==> src/rtl/seq_booth_mult.sv <==
// Sequential radix-2 Booth multiplier: one Booth step per clock, start/done handshake,
// signed or unsigned multiplier per operation, result = (P >>> SHIFT) truncated with overflow flag.
module seq_booth_mult #(
  parameter int A_W   = 34,
  parameter int B_W   = 10,
  parameter int SHIFT = 9,
  parameter int OUT_W = 32
) (
  input  logic             clk,
  input  logic             rst_n,
  input  logic             start,
  input  logic             b_signed,
  input  logic [A_W-1:0]   a_in,
  input  logic [B_W-1:0]   b_in,
  output logic             busy,
  output logic             done,
  output logic [OUT_W-1:0] result,
  output logic             ovf
);

  localparam int ACC_W = A_W + 1;
  localparam int Q_W   = B_W + 1;
  localparam int PW    = ACC_W + Q_W;
  localparam int CNT_W = $clog2(B_W + 2);

  typedef enum logic [1:0] {IDLE, RUN, DONE} state_t;

  state_t             state_q, state_d;
  logic [ACC_W-1:0]   acc_q, acc_d;
  logic [Q_W-1:0]     q_q, q_d;
  logic               q1_q, q1_d;
  logic [CNT_W-1:0]   cnt_q, cnt_d;
  logic               sgn_q, sgn_d;
  logic [A_W-1:0]     a_q, a_d;
  logic [OUT_W-1:0]   result_q, result_d;
  logic               ovf_q, ovf_d;

  logic [ACC_W-1:0]   a_ext;
  logic [ACC_W-1:0]   acc_sum;
  logic [CNT_W-1:0]   n_steps;
  logic signed [PW-1:0] prod;
  logic signed [PW-1:0] scaled;
  logic [PW-OUT_W:0]  hi_bits;
  logic               accept;

  always_ff @(posedge clk or negedge rst_n) begin
    if (!rst_n) begin
      state_q  <= IDLE;
      acc_q    <= '0;
      q_q      <= '0;
      q1_q     <= 1'b0;
      cnt_q    <= '0;
      sgn_q    <= 1'b0;
      a_q      <= '0;
      result_q <= '0;
      ovf_q    <= 1'b0;
    end else begin
      state_q  <= state_d;
      acc_q    <= acc_d;
      q_q      <= q_d;
      q1_q     <= q1_d;
      cnt_q    <= cnt_d;
      sgn_q    <= sgn_d;
      a_q      <= a_d;
      result_q <= result_d;
      ovf_q    <= ovf_d;
    end
  end

  always_comb begin
    a_ext   = {a_q[A_W-1], a_q};
    n_steps = sgn_q ? CNT_W'(B_W) : CNT_W'(B_W + 1);

    unique case ({q_q[0], q1_q})
      2'b01:   acc_sum = acc_q + a_ext;
      2'b10:   acc_sum = acc_q - a_ext;
      default: acc_sum = acc_q;
    endcase

    // Signed mode runs one step fewer, so the product still sits one bit high in {acc, Q}.
    prod    = sgn_q ? ($signed({acc_q, q_q}) >>> 1) : $signed({acc_q, q_q});
    scaled  = prod >>> SHIFT;
    hi_bits = scaled[PW-1:OUT_W-1];
  end

  always_comb begin
    state_d  = state_q;
    acc_d    = acc_q;
    q_d      = q_q;
    q1_d     = q1_q;
    cnt_d    = cnt_q;
    sgn_d    = sgn_q;
    a_d      = a_q;
    result_d = result_q;
    ovf_d    = ovf_q;
    accept   = 1'b0;

    unique case (state_q)
      IDLE: accept = start;
      RUN: begin
        if (cnt_q == n_steps) begin
          state_d  = DONE;
          result_d = scaled[OUT_W-1:0];
          ovf_d    = (|hi_bits) && !(&hi_bits);
        end else begin
          acc_d = {acc_sum[ACC_W-1], acc_sum[ACC_W-1:1]};
          q_d   = {acc_sum[0], q_q[Q_W-1:1]};
          q1_d  = q_q[0];
          cnt_d = cnt_q + CNT_W'(1);
        end
      end
      DONE: begin
        accept  = start;
        state_d = IDLE;
      end
      default: state_d = IDLE;
    endcase

    if (accept) begin
      state_d = RUN;
      acc_d   = '0;
      q_d     = b_signed ? {b_in[B_W-1], b_in} : {1'b0, b_in};
      q1_d    = 1'b0;
      cnt_d   = '0;
      sgn_d   = b_signed;
      a_d     = a_in;
    end
  end

  assign busy   = (state_q == RUN);
  assign done   = (state_q == DONE);
  assign result = result_q;
  assign ovf    = ovf_q;

endmodule

==> config.mk <==
export PLATFORM = sky130hd
export DESIGN_NAME = seq_booth_mult
export DESIGN_NICKNAME = d
export VERILOG_FILES = /design/src/rtl/seq_booth_mult.sv
export SDC_FILE = /design/constraint.sdc
export NUM_CORES = 1
export LEC_CHECK = 0
export ABC_AREA = 1
export CAP_MARGIN = 25
export CORE_ASPECT_RATIO = 0.5
export CORE_UTILIZATION = 60
export DETAILED_ROUTE_END_ITERATION = 16
export DONT_BUFFER_PORTS = 1
export HOLD_SLACK_MARGIN = 0.1
export PLACE_DENSITY = 0.76
export SLEW_MARGIN = 20
export SYNTH_ARGS = -nofsm -noshare
export SYNTH_HDL_FRONTEND = slang
export SYNTH_SLANG_ARGS = --single-unit
==> constraint.sdc <==
create_clock -name clk -period 4 [get_ports clk]
set_clock_uncertainty 0.2 [all_clocks]
set_input_delay 0.8 -clock clk [delete_from_list [all_inputs] [get_ports clk]]
set_output_delay 0.8 -clock clk [all_outputs]
set_load 0.02 [all_outputs]
==> run_results.csv <==
group,metric,value,unit
run_status,status,"complete, no violations",
yosys,synth_top_area_share,34.8,%
cts,clock-sinks,120,
floorplanning,num_rows,30,
yosys,synth-main-ff-cell,"dfrtp_1",
yosys,synth_area_per_cell,6.64,sq um
cts,clk_pin_slew,60,ps
flow_run,cap_viol_max_count,0,
final_layout,synthToLayoutAreaGrowth,9.06,%
yosys,async_flop_share,100,%
timing,hold_viol,0,
timing,whs,133,ps
worst_setup_path,path_max_fanout,5,
cts,cts_tree,"built",
timing,fin_crit_sh,95.4,%
grt,track_usage,39.8,%
grt,grt_pass1_vias,7956,
cts,cts_inserted_buffers,17,
worst_setup_path,reg2reg_slack,180,ps
cts,post_cts_buffers,0,
final_layout,layout.cells.non_filler,1489,
routing,drt-pass1-iter-count,6,
timing,max_slew_margin,41.4,%
yosys,synth-edff-count,0,
timing,tns,0,ps
worst_setup_path,endpoint_kind,"flip-flop",
cts,clock_tree.buffer_depth,2,
floorplanning,initial_core_util,62.6,%
floorplanning,fp.dieArea,14900,sq um
routing,antenna_left,0,
grt,grt_max_degree,121,
yosys,synth.cell_area,8620,sq um
yosys,synth_commonest_cells,"nand2_1, inv_1, dfrtp_1",
floorplanning,core-area,13800,sq um
yosys,syn_nets,1384,
cts,clkLatencyLatePin,410,ps
grt,grt-ovfl-total,0,
routing,post-route-drc-count,0,
yosys,yosys.area.top_type,"dfrtp_1",
place,dp_hpwl,21.1,mm
timing,period_needed,3820,ps
place,routabilityCongestion,0.987,
hold_path,hold_class,"input pin to async pin",
routing,vias,8888,
floorplanning,ios,83,
routing,totalWireLength,28.1,mm
final_layout,nets,1370,
place,dp_cells,1456,
routing,first_iter_violations,1114,
timing,rsz0062_at_grt,"true",
yosys,synth_cells,1298,
worst_setup_path,critPathLaunch,"a_q[0]",
yosys,synth.most_common_cell,"nand2_1",
floorplanning,die_x,172,um
floorplanning,die_h,86.8,um
cts,cts_root_buf,"clkbuf_16",
final_layout,drive_gt1_share,5.55,%
final_layout,n_antenna_cell,0,
place,io_buffers,0,
grt,grt_pass1_wl,44.0,mm
timing,timing.fmax,262,MHz
timing,drv_slew,0,
yosys,ys_seq_elements,120,
worst_setup_path,crit_path_end,"acc_q[33]",
timing,worstMarginPinSlew,870,ps
worst_setup_path,r2r-start,"a_q[0]",
worst_setup_path,r2r-end,"acc_q[33]",
yosys,yosys_warnings,0,
routing,avgRoutedWirePerCell,18.9,um
worst_setup_path,arrival,3920,ps
yosys,synth.area.top_cells,"dfrtp_1, nand2_1, inv_1",
worst_setup_path,setup.worst_path.start_class,"flip-flop",
yosys,synth-seq-area-share,34.8,%
grt,antenna_found_initial,0,
cts,htreeDepth,4,
worst_setup_path,required,4100,ps
worst_setup_path,crit_type,"flip-flop to flip-flop",
worst_setup_path,worst_r2r_path_depth,20,
yosys,synth.distinct_cells,44,
timing,setup_viol,0,
routing,post_drt_via_cell_ratio,5.97,
[how the worst min path moves through the flow]
stage          cells past startpoint          to
6_report                           1   result[3]
2_1_floorplan                      1  state_q[1]
3_5_place_dp                       1    cnt_q[2]
4_1_cts                            1   result[3]
3_3_place_gp                       1    cnt_q[2]
5_1_grt                            1   result[5]
[cells by family (layout without fill, tap and decap cells)]
family,count (synthesis),count (layout),share of synthesized area (%)
AND/OR/NAND/NOR,631,631,30.0
buffers and inverters,221,220,10.1
XOR/XNOR,39,39,3.96
adder cells (fa/ha/maj),38,38,5.60
flip-flops,120,120,34.8
AO/OA/AOI/OAI,249,249,15.6
[state kept, by name, summed over array words and instances, names as in the netlist]
signal,count
a_q,34
acc_q,34
result,32
q_q,11
cnt_q,4
state_q,2
ovf,1
q1_q,1
sgn_q,1
[layout by cell type (no fill, tap or decap), drive strengths merged, types with 9 or more instances in the layout]
master | netlist | routed
xor2 | 29 | 29
nand2 | 424 | 424
buf | 20 | 9
nand4 | 13 | 13
a21oi | 69 | 69
nor2 | 106 | 106
ha | 37 | 37
o211ai | 9 | 9
inv | 178 | 182
nor3 | 14 | 14
clkbuf | 22 | 20
xnor2 | 10 | 10
o21ai | 149 | 149
nand3 | 66 | 66
dfrtp | 120 | 120
[cell type report]
class | count | area, sq um
Multi-Input combinational cell | 957 | 4770
Fill cell | 1180 | 4370
Sequential cell | 120 | 3000
Inverter | 179 | 672
Clock buffer | 20 | 467
Tap cell | 192 | 240
Clock inverter | 12 | 164
Timing Repair Buffer | 9 | 87.6
[timing repair]
action                                  CTS  global route
endpoints found under the setup margin    0            10
resized for setup                         0             6
hold buffers                              1             0
endpoints found under the hold margin   120             0
[worst max-delay path, stage by stage (launching register included)]
cell and delay (ps):
dfrtp_1 410, inv_1 160, ha_1 220, nand2_1 70
nor2_1 170, nand3_1 190, nand2_1 150, o21ai_0 130
xor2_1 360, ha_1 290, nand2_1 160, nor2_1 300
nand2_1 160, inv_1 100, nand2_1 60, nand2_1 100
nand2_1 70, nand3_1 140, nand3_1 130, nand3_1 100
nand2_1 50
[through the flow]
step | worst slack (ps) | area (sq um) | utilization [%]
after CTS | 191 | 9390 | 68.1
final | 182 | 9400 | 68.3
after floorplan | 972 | 8620 | -
after global placement | 396 | 8730 | 63.4
after detailed placement | 321 | 8730 | 63.4
after global routing | -7.64 | 9400 | 68.3
[metal layers]
| metal | up-vias | GRT usage [%] | wire length (um) |
|---|---|---|---|
| li1 | 4125 | - | - |
| met1 | 4102 | 62.6 | 13200 |
| met2 | 609 | 55.4 | 10900 |
| met3 | 52 | 7.49 | 3600 |
| met4 | 0 | 8.44 | 404 |
| met5 | - | 0 | 0 |
Power is not shown: default switching activity piles up to over one toggle a cycle in this logic, so the estimate is an artifact.
